File: config.mk
export PLATFORM = sky130hd
export DESIGN_NAME = tm1638_responder
export DESIGN_NICKNAME = d
export VERILOG_FILES = /design/src/rtl/tm1638_responder_pkg.sv /design/src/rtl/tm1638_sync_edge.sv /design/src/rtl/tm1638_responder.sv
export SDC_FILE = /design/constraint.sdc
export NUM_CORES = 1
export LEC_CHECK = 0
export ABC_AREA = 1
export CAP_MARGIN = 15
export CELL_PAD_IN_SITES_DETAIL_PLACEMENT = 0
export CELL_PAD_IN_SITES_GLOBAL_PLACEMENT = 1
export CORE_MARGIN = 2
export CORE_UTILIZATION = 51
export DETAILED_ROUTE_END_ITERATION = 8
export DONT_BUFFER_PORTS = 1
export HOLD_SLACK_MARGIN = 0.12
export PLACE_DENSITY = 0.82
export SKIP_LAST_GASP = 1
export SYNTH_ARGS = -nofsm -noshare
export SYNTH_HDL_FRONTEND = slang
export SYNTH_SLANG_ARGS = --single-unit
export TNS_END_PERCENT = 1
File: constraint.sdc
create_clock -name CLK -period 3.6 [get_ports CLK]
set_clock_uncertainty 0.1 [all_clocks]
set_input_delay 0.18 -clock CLK [delete_from_list [all_inputs] [get_ports CLK]]
set_output_delay 0.18 -clock CLK [all_outputs]
set_load 0.05 [all_outputs]
File: src/rtl/tm1638_responder_pkg.sv
// Shared TM1638 command encodings, responder FSM states and key-scan bit mapping.
package tm1638_responder_pkg;

    // Command class in bits 7:6 of the first byte of a frame
    localparam logic [1:0] CMD_DATA = 2'b01;
    localparam logic [1:0] CMD_DISP = 2'b10;
    localparam logic [1:0] CMD_ADDR = 2'b11;

    // Data-command bit indices
    localparam int DC_READ  = 1;
    localparam int DC_FIXED = 2;

    // Display-control field indices
    localparam int DISP_ON_BIT = 3;
    localparam int BRIGHT_MSB  = 2;

    typedef enum logic [2:0] {
        ST_IDLE,
        ST_CMD,
        ST_DATA_WR,
        ST_KEY_RD,
        ST_IGNORE
    } state_t;

    // Serial key-scan bit idx: byte n carries key n in bit 0 and key n+4 in bit 4
    function automatic logic key_bit(input logic [7:0] kl, input logic [31:0] idx);
        logic [31:0] n;
        n = idx >> 3;
        key_bit = 1'b0;
        if (idx[2:0] == 3'd0 && n < 32'd8)
            key_bit = kl[n[2:0]];
        else if (idx[2:0] == 3'd4 && n < 32'd4)
            key_bit = kl[n[2:0] + 3'd4];
    endfunction

endpackage

File: src/rtl/tm1638_sync_edge.sv
// Multi-flop synchroniser with rise/fall detection on the synchronised level.
module tm1638_sync_edge #(
    parameter int   STAGES  = 2,
    parameter logic RST_VAL = 1'b1
) (
    input  logic CLK,
    input  logic RESET_,
    input  logic din,
    output logic rise,
    output logic fall
);

    // pipe[STAGES-1] is the synchronised level, pipe[STAGES] its previous value
    logic [STAGES:0] pipe;

    always_ff @(posedge CLK or negedge RESET_) begin
        if (!RESET_)
            pipe <= {(STAGES+1){RST_VAL}};
        else
            pipe <= {pipe[STAGES-1:0], din};
    end

    assign rise =  pipe[STAGES-1] & ~pipe[STAGES];
    assign fall = ~pipe[STAGES-1] &  pipe[STAGES];

endmodule

File: src/rtl/tm1638_responder.sv
// TM1638 device-side emulation: decodes master frames, holds the 16-byte display
// RAM and display control, and serialises the key bitmap on read commands.
module tm1638_responder
    import tm1638_responder_pkg::*;
#(
    parameter int SYNC_STAGES = 2,
    parameter int KEY_BYTES   = 4
) (
    input  logic         CLK,
    input  logic         RESET_,
    input  logic         stb_in,
    input  logic         clk_in,
    input  logic         dio_in,
    output logic         dio_out,
    output logic         dio_oe,
    input  logic [7:0]   keys,
    output logic [127:0] disp_ram,
    output logic [7:0]   leds,
    output logic         display_on,
    output logic [2:0]   brightness,
    output logic         frame_done,
    output logic         cmd_err
);

    localparam int RD_BITS = 8 * KEY_BYTES;
    localparam int RCW     = $clog2(RD_BITS + 1);

    logic stb_rise, stb_fall, clk_rise, clk_fall;
    logic [SYNC_STAGES-1:0] dio_pipe;
    logic dio_s;

    tm1638_sync_edge #(.STAGES(SYNC_STAGES), .RST_VAL(1'b1)) u_stb_sync (
        .CLK    (CLK),
        .RESET_ (RESET_),
        .din    (stb_in),
        .rise   (stb_rise),
        .fall   (stb_fall)
    );

    tm1638_sync_edge #(.STAGES(SYNC_STAGES), .RST_VAL(1'b1)) u_clk_sync (
        .CLK    (CLK),
        .RESET_ (RESET_),
        .din    (clk_in),
        .rise   (clk_rise),
        .fall   (clk_fall)
    );

    // DIO needs no edge detect; same depth keeps it aligned with the CLK edges
    always_ff @(posedge CLK or negedge RESET_) begin
        if (!RESET_)
            dio_pipe <= '1;
        else
            dio_pipe <= {dio_pipe[SYNC_STAGES-2:0], dio_in};
    end
    assign dio_s = dio_pipe[SYNC_STAGES-1];

    state_t            state, state_next;
    logic [2:0]        bit_cnt;
    logic [6:0]        shreg;
    logic [7:0]        byte_full;
    logic              byte_done;
    logic              auto_inc;
    logic [3:0]        addr;
    logic [15:0][7:0]  ram;
    logic [7:0]        key_latch;
    logic [RCW-1:0]    rd_cnt;

    // LSB-first shift: the 8th bit lands on top of the seven already collected
    assign byte_full = {dio_s, shreg};

    always_ff @(posedge CLK or negedge RESET_) begin
        if (!RESET_)
            state <= ST_IDLE;
        else
            state <= state_next;
    end

    // STB rise dominates everything, so a byte completing in that cycle is dropped
    always_comb begin
        state_next = state;
        byte_done  = 1'b0;
        if (stb_rise) begin
            state_next = ST_IDLE;
        end else if (stb_fall) begin
            state_next = ST_CMD;
        end else if (clk_rise) begin
            unique case (state)
                ST_CMD: begin
                    if (bit_cnt == 3'd7) begin
                        byte_done = 1'b1;
                        case (byte_full[7:6])
                            CMD_DATA: state_next = byte_full[DC_READ] ? ST_KEY_RD : ST_IGNORE;
                            CMD_ADDR: state_next = ST_DATA_WR;
                            default:  state_next = ST_IGNORE;
                        endcase
                    end
                end
                ST_DATA_WR: begin
                    if (bit_cnt == 3'd7)
                        byte_done = 1'b1;
                end
                ST_KEY_RD: begin
                    if (rd_cnt == RCW'(RD_BITS - 1))
                        state_next = ST_IGNORE;
                end
                default: ;
            endcase
        end
    end

    always_ff @(posedge CLK or negedge RESET_) begin
        if (!RESET_) begin
            bit_cnt    <= '0;
            shreg      <= '0;
            auto_inc   <= 1'b1;
            addr       <= '0;
            ram        <= '0;
            key_latch  <= '0;
            rd_cnt     <= '0;
            display_on <= 1'b0;
            brightness <= '0;
            dio_oe     <= 1'b0;
            dio_out    <= 1'b1;
            frame_done <= 1'b0;
            cmd_err    <= 1'b0;
        end else begin
            frame_done <= stb_rise;
            cmd_err    <= 1'b0;
            if (stb_rise) begin
                dio_oe  <= 1'b0;
                dio_out <= 1'b1;
            end else if (stb_fall) begin
                bit_cnt <= '0;
            end else begin
                if (clk_rise && (state == ST_CMD || state == ST_DATA_WR)) begin
                    shreg   <= byte_full[7:1];
                    bit_cnt <= bit_cnt + 3'd1;
                end

                if (byte_done && state == ST_CMD) begin
                    case (byte_full[7:6])
                        CMD_DATA: begin
                            auto_inc <= ~byte_full[DC_FIXED];
                            if (byte_full[DC_READ]) begin
                                key_latch <= keys;
                                rd_cnt    <= '0;
                            end
                        end
                        CMD_ADDR: addr <= byte_full[3:0];
                        CMD_DISP: begin
                            display_on <= byte_full[DISP_ON_BIT];
                            brightness <= byte_full[BRIGHT_MSB:0];
                        end
                        default: cmd_err <= 1'b1;
                    endcase
                end

                if (byte_done && state == ST_DATA_WR) begin
                    ram[addr] <= byte_full;
                    if (auto_inc)
                        addr <= addr + 4'd1;
                end

                // Bits are presented on CLK fall and consumed by the master on CLK rise
                if (state == ST_KEY_RD) begin
                    if (clk_fall && rd_cnt < RCW'(RD_BITS)) begin
                        dio_oe  <= 1'b1;
                        dio_out <= key_bit(key_latch, 32'(rd_cnt));
                    end
                    if (clk_rise) begin
                        rd_cnt <= rd_cnt + RCW'(1);
                        if (rd_cnt == RCW'(RD_BITS - 1)) begin
                            dio_oe  <= 1'b0;
                            dio_out <= 1'b1;
                        end
                    end
                end
            end
        end
    end

    assign disp_ram = ram;

    for (genvar k = 0; k < 8; k++) begin : g_leds
        assign leds[k] = ram[2*k+1][0];
    end

endmodule
# ---- Word level (Yosys, flattened, before mapping)
# Cells that the tools add are included.
dict set report classes {
  n_addsub 4
  n_lt_le_gt_ge 7
  muxes 49
  reduce_logical 24
  bitwise_logic 11
  n_eq_ne 12
}
# cell n
set ops {}
lappend ops {{$bwmux W128} 1}
lappend ops {{$demux W8 S4} 1}
lappend ops {{$mux W6} 5}
lappend ops {{$mux W1} 25}
lappend ops {{$mux W3} 8}
lappend ops {{$mux W4} 4}
lappend ops {{$lt A3 B4 Y1 const B} 3}
lappend ops {{$pmux W3 S2} 2}
lappend ops {{$reduce_and A4 Y1} 3}
lappend ops {{$mux W8} 1}
lappend ops {{$ne A4 B4 Y1 const B} 2}
lappend ops {{$logic_and A1 B1 Y1} 7}
lappend ops {{$not A1 Y1} 7}
lappend ops {{$add A6 B1 Y6 const B} 1}
lappend ops {{$bmux W1 S3} 2}
lappend ops {{$eq A3 B2 Y1 const B} 2}
lappend ops {{$eq A3 B3 Y1 const B} 2}
lappend ops {{$eq A6 B5 Y1 const B} 1}
lappend ops {{$lt A6 B6 Y1 const B} 1}
lappend ops {{$reduce_and A2 Y1} 3}
lappend ops {{$reduce_and A3 Y1} 2}
lappend ops {{$lt A4 B5 Y1 const B} 1}
lappend ops {{$reduce_and A5 Y1} 1}
lappend ops {{$add A4 B1 Y4 const B} 1}
lappend ops {{16 further kinds} 21}
dict set report totals {
  output_inout_bits 144
  input_bits 13
  register_bits 176
  wordCells 139
}

# ---- Longest topological paths before layout
# Gate-level depths: netlist of the first run.
dict set report logic_depth {
  ltp_word 11
  ltp_mapped 13
}

# ---- By module
# Synthesis of the first run repeated with hierarchy kept, for this count alone.
dict set report unflattened {
  hier_cells 763
  hier_area_um2 7145.6
}
# mod n_inst seq_area_each_um2 area_each_um2 cells_each
set by_module_without_submodules {}
lappend by_module_without_submodules {tm1638_responder 1 4259.1 6957.9 749}
lappend by_module_without_submodules {tm1638_sync_edge 2 78.8 93.8 7}

# ---- Least setup slack after synthesis of the first run
# OpenSTA, ideal clock, no wires.
dict set report synth_path {
  path_kind {reg-to-reg}
  from {register u_stb_sync.pipe[2]}
  to {register ram, in the netlist disp_ram[24]}
  path_buffers 1
  path_stages_with_launch 14
  synth_period_minus_slack_ns 2.003
  setup_time_ns 0.118
  path_slack_ns 1.597
  arrival_ns 1.785
  cell_sequence {dfstp_2 inv_1 ha_1 inv_2 nand2_4 nor2_8 nand4_2 inv_2 nand2_4 buf_12 nor2_8 nand2_4 nand2_1 nand2_1}
}
dict set report synth_via {
  elab_chain_len 5
}
# element line
set synth_rtl {}
lappend synth_rtl {{start, declared} tm1638_sync_edge.sv:14} ;# logic [STAGES:0] pipe;
lappend synth_rtl {{start signal, assigned} tm1638_sync_edge.sv:18} ;# pipe <= {(STAGES+1){RST_VAL}};
lappend synth_rtl {{start signal, assigned} tm1638_sync_edge.sv:20} ;# pipe <= {pipe[STAGES-1:0], din};
lappend synth_rtl {{$not A1 Y1 *} tm1638_sync_edge.sv:23} ;# assign rise = pipe[STAGES-1] & ~pipe[STAGES];
lappend synth_rtl {{$and A1 B1 Y1 *} tm1638_sync_edge.sv:23}
lappend synth_rtl {{via stb_rise} tm1638_responder.sv:28} ;# logic stb_rise, stb_fall, clk_rise, clk_fall;
lappend synth_rtl {{$mux W1} tm1638_responder.sv:82} ;# if (stb_rise) begin
lappend synth_rtl {{$logic_and A1 B1 Y1} tm1638_responder.sv:158} ;# if (byte_done && state == ST_DATA_WR) begin
lappend synth_rtl {{$reduce_and A3 Y1 (no source line) *} n/a}
lappend synth_rtl {{end signal, assigned by index} tm1638_responder.sv:159} ;# ram[addr] <= byte_full;
lappend synth_rtl {{end, declared} tm1638_responder.sv:64} ;# logic [15:0][7:0] ram;
# The timed path passes the listed nets; every way through them passes the cells marked *.
# A chain may end at the register's enable or synchronous reset.

# ---- Worst setup path in the final report of the first run
dict set report layout_path {
  from {register u_stb_sync.pipe[2]}
  to {register ram, in the netlist disp_ram[47]}
}
# The elaborated chain is that of the path after synthesis.

==> results_dict.tcl, run 1 <==
set metrics [dict create \
    cts.clk_slew.worst_paths_ns 0.07 \
    start_util_pct 51.8 \
    p_leak_nw 4.85 \
    cts_made_buffers 17 \
    synthFlopType "dfrtp_1" \
    synth_compound_area_share_pct 3.46 \
    reg2reg_to "disp_ram[47]$_DFFE_PN0P_" \
    syn_avg_cell_area_um2 9.06 \
    ctsHoldBuffers 11 \
    route.detailed.drc 0 \
    grt_pass1_vias 5517 \
    rows 45 \
    regArea_um2 4420 \
    crit_fanout 20 \
    vias 5546 \
    antenna_cells 0 \
    cts_root_buf "clkbuf_16" \
    cts_setup_buffers 0 \
    power_frac_comb_pct 4.5 \
    wl_per_cell_um 17.4 \
    r2r_setup_slack_ns 1.13 \
    grt_pass1_wl_um 29800 \
    synth_top_family_by_area "simple AND/OR/NAND/NOR gates" \
    synth_nets 882 \
    synth.most_common_cell "nand2_1" \
    synth-edff-count 0 \
    powerDensity_nw_per_um2 500 \
    drt_wl_total_um 18400 \
    slew_headroom_pct 31.8 \
    min_period_over_period_pct 68.7 \
    setup_viol 0 \
    vias_per_cell 5.23 \
    design.core.area_um2 15000 \
    path_class "flop to flop" \
    cp-start-kind "flop" \
    yosysTopAreaCellShare_pct 53.4 \
    dp_hpwl_um 12200 \
    synth-simple-area-share_pct 33.0 \
    synthCells 859 \
    die-area_um2 16300 \
    ys_warn_count 0 \
    post_cts_resized 0 \
    netlist_top_cells_area "dfrtp_1 (53%), nand2_1 (21%), dfstp_2 (3.4%)" \
    fp.dieW_um 128 \
    grt_max_degree 177 \
    htreeDepth 4 \
    worst_slack_ns 1.13 \
    holdCritPathClass "primary input to asynchronous set/reset pin" \
    rr_worst_depth 12 \
    antenna_found_initial 0 \
    area_growth_pct 9.98 \
    synth-adder-area-share_pct 1.61 \
    p_sw_mw 1.09 \
    violations "hold timing" \
    final_area_um2 8560 \
    tightestPinTransition_ns 1.02 \
    seq_area_frac_synth_pct 56.7 \
    grt_usage_pct 23.6 \
    hold-worst-slack_ns -0.655 \
    finalHoldViolCount 176 \
    nFillCells 1316 \
    insertion_delay_ns 0.43 \
    reg2reg_from "u_stb_sync.pipe[2]$_DFF_PN1_" \
    synth-xor-area-share_pct 0.450 \
    rsz0062_at_grt "no" \
    port_buffers 0 \
    async_flop_share_pct 100 \
    cp-end-kind "flop" \
    cts_sinks 176 \
    synthTopCellsByCount "nand2_1 (441), dfrtp_1 (166), inv_1 (38)" \
    final_core_util_pct 56.9 \
    cp_data_arrival_time_ns 2.69 \
    yosysTopAreaCell "dfrtp_1" \
    p_sw_share_pct 25.6 \
    num_io_pins 157 \
    intPower_mw 3.19 \
    globalplace.congestion 0.850 \
    syn_area_um2 7780 \
    startpoint "u_stb_sync.pipe[2]$_DFF_PN1_" \
    drive_above_1_share_pct 12.0 \
    vdd_drop_max_uv 381 \
    outcome "finished, violations left" \
    multiInputGateArea_um2 3000 \
    total_power_mw 4.28 \
    final_max_slew_viol_count 0 \
    ys_seq_elements 176 \
    gr-total-overflow 0 \
    dr.pass1.iters 5 \
    critPathRequiredTime_ns 3.81 \
    first_iter_violations 462 \
    ys_types 35 \
    nets 882 \
    period_needed_ns 2.47 \
    power_frac_clock_pct 44.0 \
    cap_violations 0 \
    p_seq_share_pct 51.5 \
    placed_cell_area_um2 7850 \
    cts_tree "built" \
    muxShareOfSynthArea_pct 0 \
    setup_tns_ns 0 \
    clk_path_buf_depth 2 \
    postRouteAntennaNets 0 \
    die_h_um 128 \
    clock.fmax_mhz 404 \
    dp_slack_ns 1.12 \
]
==> cell families (layout without fill, tap and decap cells) <==
group                    count (synthesis)  in the layout
AO/OA/AOI/OAI                           51             51
adder cells (fa/ha/maj)                 10             10
flip-flops                             176            176
buffers and inverters                   81             94
XOR/XNOR                                 4              4
AND/OR/NAND/NOR                        537            537
==> routing by layer <==
layer | global-route usage (%) | share of wire (%) | vias up
met3 | 6.45 | 8.2 | 26
met4 | 9.37 | 2.1 | 0
met2 | 37.0 | 47 | 219
met1 | 31.5 | 43 | 2643
li1 | - | - | 2658
met5 | 0 | 0 | -
==> final cells by class <==
type | count | area share (%)
Inverter | 49 | 2.15
Multi-Input combinational cell | 602 | 35.0
Timing Repair Buffer | 13 | 1.46
Clock inverter | 14 | 1.91
Clock buffer | 18 | 5.13
Sequential cell | 176 | 51.6
Tap cell | 188 | 2.75
==> stage by stage <==
stage,hold slack [ns],cells
final,-0.655,1060
after global routing,-0.677,1060
after CTS,-0.678,1060
after detailed placement,-0.211,1017
after global placement,-0.211,1017
after floorplan,-0.216,859
==> sequential cells by signal, indices dropped and copies added (netlist names) <==
| name | cells |
|---|---|
| display_on | 1 |
| dio_pipe | 2 |
| brightness | 3 |
| key_latch | 8 |
| rd_cnt | 6 |
| dio_out | 1 |
| u_stb_sync.pipe | 3 |
| shreg | 7 |
| frame_done | 1 |
| bit_cnt | 3 |
| state | 3 |
| disp_ram | 128 |
| cmd_err | 1 |
| auto_inc | 1 |
| dio_oe | 1 |
| u_clk_sync.pipe | 3 |
| addr | 4 |
==> worst max-delay path, stage by stage, from the launching register on <==
cell and delay (ns):
dfstp_2 0.54, inv_1 0.04, ha_1 0.23, inv_2 0.10, nand2_4 0.08, nor2_8 0.11, nand4_2 0.12, inv_2 0.08
nand2_4 0.32, nor2_8 0.33, nand2_4 0.13, nand2_1 0.09, nand2_1 0.06
==> how the worst max path moves through the flow <==
stage | cells after the start | endpoint
2_1_floorplan | 13 | disp_ram[24]$_DFFE_PN0P_
6_report | 12 | disp_ram[47]$_DFFE_PN0P_
5_1_grt | 11 | disp_ram[21]$_DFFE_PN0P_
4_1_cts | 11 | disp_ram[112]$_DFFE_PN0P_
3_5_place_dp | 11 | disp_ram[112]$_DFFE_PN0P_
3_3_place_gp | 12 | disp_ram[104]$_DFFE_PN0P_
==> power groups by stage <==
| stage | clock network [mW] | registers (mW) | logic, mW |
|---|---|---|---|
| 6_report | 1.88 | 2.20 | 0.191 |
| 3_3_place_gp | 0 | 2.24 | 0.177 |
| 3_5_place_dp | 0 | 2.24 | 0.182 |
| 2_1_floorplan | 0 | 2.10 | 0.203 |
| 4_1_cts | 1.92 | 2.21 | 0.192 |
| 5_1_grt | 1.99 | 2.22 | 0.214 |
==> cell usage in the layout, fill, tap and decap left out <==
cell type and instances:
buf_4 2, nand2_1 441, nand4_4 1, xor2_1 2, nor2_2 1, inv_1 38, nand4_1 1, bufinv_16 3
nor2_1 17, nand2_4 19, o21ai_1 14, inv_2 11, nand3_2 3, nor4_1 1, dfstp_2 10, xnor2_1 2
nor3_4 16, a21oi_1 14, o21ai_0 17, o31ai_1 1, clkbuf_16 17, clkinvlp_4 3, clkinv_4 1, ha_1 10
clkinv_2 5, nand4_2 1, nor2_8 6, o211ai_1 2, clkbuf_8 1, inv_6 2, nand3b_1 1, nor2_4 3
a31oi_1 2, nand3_1 25, dfrtp_1 166, a41oi_1 1, nor3_1 1, dlygate4sd3_1 11
Note: power is estimated with default switching activity, not from simulation.
==> inputs of run 2 (changes only) <==
Settings changed: CORE_UTILIZATION 51 to 48, PLACE_DENSITY 0.82 to 0.78.
Clock period 3.6 ns to 2.55 ns, I/O delays scaled along.
==> run 2 against run 1 <==
Effect of this change:
- critical path type unchanged
- global-route usage decreased by 1.3 points
- register-to-register slack got worse by 0.93 ns
- worst hold slack got worse by 0.042 ns
- die area increased by 6.0%
- non-clock buffer count rose by 15
- cell count is 4.1% higher
- flip-flop and latch count unchanged
- sequential power increased by 39%
- maximum frequency up 5.0%
- utilization is 2.1 points lower
- the flow still finishes with violations (hold timing)
- routed wire length increased by 1.8%
==> results_dict.tcl, run 2 (synthesized netlist as in run 1, its figures left out) <==
set metrics [dict create \
    cp_num_cells 13 \
    insertion_delay_ns 0.42 \
    post_cts_resized 0 \
    cp-end-kind "flop" \
    finalHoldViolCount 176 \
    cp_data_arrival_time_ns 2.56 \
    cap_violations 0 \
    nets 897 \
    clk_path_buf_depth 2 \
    instances_no_fill 1103 \
    clock.fmax_mhz 425 \
    dp_hpwl_um 12600 \
    crit_buf_inv 4 \
    slew_headroom_pct 39.3 \
    cp_common_cell "nand2_4" \
    wl_per_cell_um 17.0 \
    num_io_pins 157 \
    rows 46 \
    tightestPinTransition_ns 0.910 \
    final_core_util_pct 54.8 \
    cts_tree "built" \
    area_growth_pct 11.9 \
    cpMaxStageDelayCell "dfstp_2" \
    final_common_cell "nand2_1" \
    cts_root_buf "clkbuf_16" \
    p_leak_nw 4.93 \
    critPathRequiredTime_ns 2.75 \
    route.detailed.drc 0 \
    postRouteAntennaNets 0 \
    dp.cells 1060 \
    gr-total-overflow 0 \
    period_needed_ns 2.36 \
    total_power_mw 6.01 \
    vias 5619 \
    antenna_found_initial 0 \
    die_h_um 131 \
    vias_per_cell 5.09 \
    ctsHoldBuffers 11 \
    hold-worst-slack_ns -0.698 \
    cts_made_buffers 17 \
    start_util_pct 49.0 \
    grt_max_degree 177 \
    startpoint "u_stb_sync.pipe[2]$_DFF_PN1_" \
    cts_sinks 176 \
    die-area_um2 17300 \
    vdd_drop_max_uv 461 \
    port_buffers 0 \
    cts_setup_buffers 0 \
    rsz0062_at_grt "no" \
    cts.clk_slew.worst_paths_ns 0.07 \
    final_max_slew_viol_count 0 \
    outcome "finished, violations left" \
    holdCritPathClass "primary input to asynchronous set/reset pin" \
    min_period_over_period_pct 92.4 \
    rr_worst_depth 13 \
    largest_reg_flops 128 \
    grt_pass1_vias 5426 \
    htreeDepth 4 \
    setup_viol 0 \
    slowest_delay_ns 0.53 \
    dr.pass1.iters 5 \
    grt_usage_pct 22.3 \
    globalplace.congestion 0.837 \
    crit_fanout 11 \
    powerDensity_nw_per_um2 690 \
    drt_wl_total_um 18700 \
    reg2reg_from "u_stb_sync.pipe[2]$_DFF_PN1_" \
    layout_common_cells "nand2_1 (441), dfrtp_1 (166), inv_1 (38), nand3_1 (25), nand2_4 (19)" \
    path_class "flop to flop" \
    violations "hold timing" \
    setup_tns_ns 0 \
    antenna_cells 0 \
    first_iter_violations 292 \
    fp.dieW_um 131 \
    crit_path_cell_trace "inv_1, ha_1, inv_2, nand2_4, nor2_8, nand4_2, inv_2, nand2_4, buf_12, nor2_8, nand2_4, nand2_1, nand2_1" \
    cp-start-kind "flop" \
    drive_above_1_share_pct 13.5 \
    grt_pass1_wl_um 30100 \
    path_delay_family "simple AND/OR/NAND/NOR gates" \
    design.core.area_um2 15900 \
]
run 2: cell types whose count changed in the layout (fill, tap and decap cells not counted):
| cell | previous run | this run |
|---|---|---|
| clkinv_2 | 5 | 2 |
| bufinv_16 | 3 | 2 |
| clkinv_4 | 1 | 2 |
| inv_6 | 2 | 5 |
| buf_4 | 2 | 16 |
| buf_12 | 0 | 1 |
run 2: through the flow:
step	hold slack [ns]	setup WS [ns]	cell area, µm²
after global routing	-0.723	0.0180	8710
after detailed placement	-0.261	0.209	8010
after CTS	-0.719	0.183	8710
after global placement	-0.263	0.283	8010
after floorplan	-0.268	0.547	7780
final	-0.698	0.195	8710
run 2: layout make-up:
| type | instances | area [µm²] |
|---|---|---|
| clock buffer | 18 | 439 |
| clock inverter | 14 | 154 |
| fill | 1464 | 7170 |
| inverter | 49 | 184 |
| multi-input combinational | 602 | 3000 |
| sequential | 176 | 4420 |
| tap | 216 | 270 |
| timing repair buffer | 28 | 250 |
run 2: metal layers:
| metal | part of all wire, % | global-route usage (%) | vias up | wire length [µm] |
|---|---|---|---|---|
| met1 | 42 | 28.1 | 2760 | 7800 |
| met5 | 0 | 0 | - | 0 |
| met2 | 50 | 37.6 | 153 | 9410 |
| met4 | 1.6 | 6.70 | 0 | 293 |
| li1 | - | - | 2684 | - |
| met3 | 6.5 | 6.29 | 22 | 1220 |
run 2: power breakdown:
part | switching [mW] | internal [mW] | total (mW)
clock | 1.12 | 1.48 | 2.60
combinational | 0.255 | 0.0942 | 0.349
sequential | 0.202 | 2.86 | 3.06
total | 1.58 | 4.44 | 6.01
run 2: worst paths after layout:
kind,end,slack (ns)
worst max-delay path,disp_ram[37]$_DFFE_PN0P_,0.19
worst min-delay path,disp_ram[89]$_DFFE_PN0P_,-0.70
worst max register to register,disp_ram[37]$_DFFE_PN0P_,0.19
worst min register to register,u_stb_sync.pipe[1]$_DFF_PN1_,0.26
max in group asynchronous,u_clk_sync.pipe[2]$_DFF_PN1_,2.74
min in group CLK,dio_pipe[0]$_DFF_PN1_,0.14
run 2: worst register-to-register path, delay by kind of cell, from the launching register on:
kind,cells,cell delay [ns]
simple gates,8,0.93
flops,1,0.53
buf+inv,4,0.45
fa+ha+maj,1,0.22
==> inputs of run 3 (changes only) <==
Settings changed: CORE_ASPECT_RATIO set to 0.75.
==> run 3 against run 2 <==
Effect of this change:
- the flow still finishes with violations (hold timing)
- critical path depth fell by 1
- via count fell by 0.89%
- utilization rose by 0.19 points
- maximum frequency barely moved
- worst hold slack got worse by 0.0043 ns
- combinational power barely moved
- highest routed layer unchanged
==> results_dict.tcl, run 3 (synthesized netlist as in run 1, its figures left out) <==
set metrics [dict create \
    worst_slack_ns 0.197 \
    r2r_setup_slack_ns 0.20 \
    num_io_pins 157 \
    cts_tree "built" \
    rsz0062_at_grt "yes" \
    ctsHoldBuffers 14 \
    clk_path_buf_depth 2 \
    antenna_found_initial 0 \
    drive_above_1_share_pct 13.3 \
    fp.dieW_um 151 \
    setup_viol 0 \
    grt_max_degree 177 \
    final_max_slew_viol_count 0 \
    cts_root_buf "clkbuf_16" \
    crit_fanout 10 \
    gr-total-overflow 0 \
    area_growth_pct 12.9 \
    nets 902 \
    htreeDepth 4 \
    cts_sinks 176 \
    dr.pass1.iters 4 \
    grt_usage_pct 23.2 \
    grt_pass1_vias 5642 \
    drt_wl_total_um 18700 \
    cts_made_buffers 17 \
    violations "hold timing" \
    cp-end-kind "flop" \
    nFillCells 1429 \
    outcome "finished, violations left" \
    slew_headroom_pct 35.4 \
    cts.clk_slew.worst_paths_ns 0.06 \
    cp_data_arrival_time_ns 2.62 \
    port_buffers 0 \
    design.core.area_um2 16000 \
    critPathRequiredTime_ns 2.81 \
    layout_common_cells "nand2_1 (441), dfrtp_1 (166), inv_1 (38), nand3_1 (25), nand2_4 (19)" \
    vias 5569 \
    vias_per_cell 5.05 \
    powerDensity_nw_per_um2 700 \
    postRouteAntennaNets 0 \
    dp_slack_ns 0.200 \
    cap_violations 0 \
    first_iter_violations 326 \
    path_class "flop to flop" \
    grt_pass1_wl_um 30400 \
    clock.fmax_mhz 425 \
    route.detailed.drc 0 \
    post_cts_resized 0 \
    holdCritPathClass "primary input to asynchronous set/reset pin" \
    cp-start-kind "flop" \
    die-area_um2 17300 \
    final_common_cell "nand2_1" \
    min_period_over_period_pct 92.3 \
    antenna_cells 0 \
    tightestPinTransition_ns 0.968 \
    largest_reg_flops 128 \
    vdd_drop_max_uv 447 \
    insertion_delay_ns 0.43 \
    dp_hpwl_um 12800 \
    hold-worst-slack_ns -0.702 \
    finalHoldViolCount 176 \
    start_util_pct 48.8 \
    period_needed_ns 2.35 \
    die_h_um 114 \
    globalplace.congestion 0.835 \
    setup_tns_ns 0 \
    wl_per_cell_um 17.0 \
    p_leak_nw 4.97 \
    rows 40 \
]
-- run 3: layout make-up --
type	instances	area, µm²	share of cell area (%)
Tap cell	210	263	2.99
Inverter	49	184	2.09
Timing Repair Buffer	33	295	3.36
Sequential cell	176	4420	50.3
Multi-Input combinational cell	602	3000	34.1
Clock buffer	25	505	5.75
Clock inverter	7	124	1.41
-- run 3: worst paths after layout --
| kind | from | end | cells past startpoint |
|---|---|---|---|
| min in group CLK | u_clk_sync.pipe[0]$_DFF_PN1_ | u_clk_sync.pipe[1]$_DFF_PN1_ | 0 |
| max | u_stb_sync.pipe[2]$_DFF_PN1_ | disp_ram[67]$_DFFE_PN0P_ | 12 |
| min reg2reg | u_clk_sync.pipe[0]$_DFF_PN1_ | u_clk_sync.pipe[1]$_DFF_PN1_ | 0 |
| min | RESET_ | key_latch[4]$_DFFE_PN0P_ | 0 |
| max reg2reg | u_stb_sync.pipe[2]$_DFF_PN1_ | disp_ram[67]$_DFFE_PN0P_ | 12 |
| max in group asynchronous | RESET_ | u_clk_sync.pipe[0]$_DFF_PN1_ | 0 |
-- run 3: through the flow --
step / total power [mW] / util (%) / cells / area [µm²]
after detailed placement: 3.45 / 50.2 / 1055 / 8010
after global routing: 6.38 / 55.0 / 1102 / 8780
after floorplan: 3.25 / - / 859 / 7780
final: 6.15 / 55.0 / 1102 / 8780
after global placement: 3.44 / 50.2 / 1055 / 8010
after CTS: 6.21 / 55.0 / 1101 / 8780
-- run 3: critical path: stages, from the launching register on --
cell,delay [ns]
dfstp_2,0.53
inv_1,0.04
ha_1,0.23
inv_2,0.10
nand2_4,0.09
nor2_8,0.12
nand4_2,0.13
inv_2,0.09
nand2_4,0.13
buf_12,0.21
nor3_4,0.33
nand2_1,0.12
nand2_1,0.08
-- run 3: repair_timing --
item | 4_1_cts | 5_1_grt
buffers inserted | 0 | 1
hold endpoints to repair | 187 | 176
endpoints found under the setup margin | 0 | 5
-- run 3: power by group --
group / internal, mW / switching, mW / total [mW]
clock network: 1.68 / 1.06 / 2.74
logic: 0.0982 / 0.254 / 0.352
registers: 2.86 / 0.203 / 3.06
-- run 3: per-layer routing --
layer  routed length (µm)  vias up  GRT usage (%)
li1                     -     2706              -
met3                 1830        9           8.37
met5                    0        -              0
met4                  145        0           6.98
met1                 8040     2688           30.6
met2                 8670      166           36.3
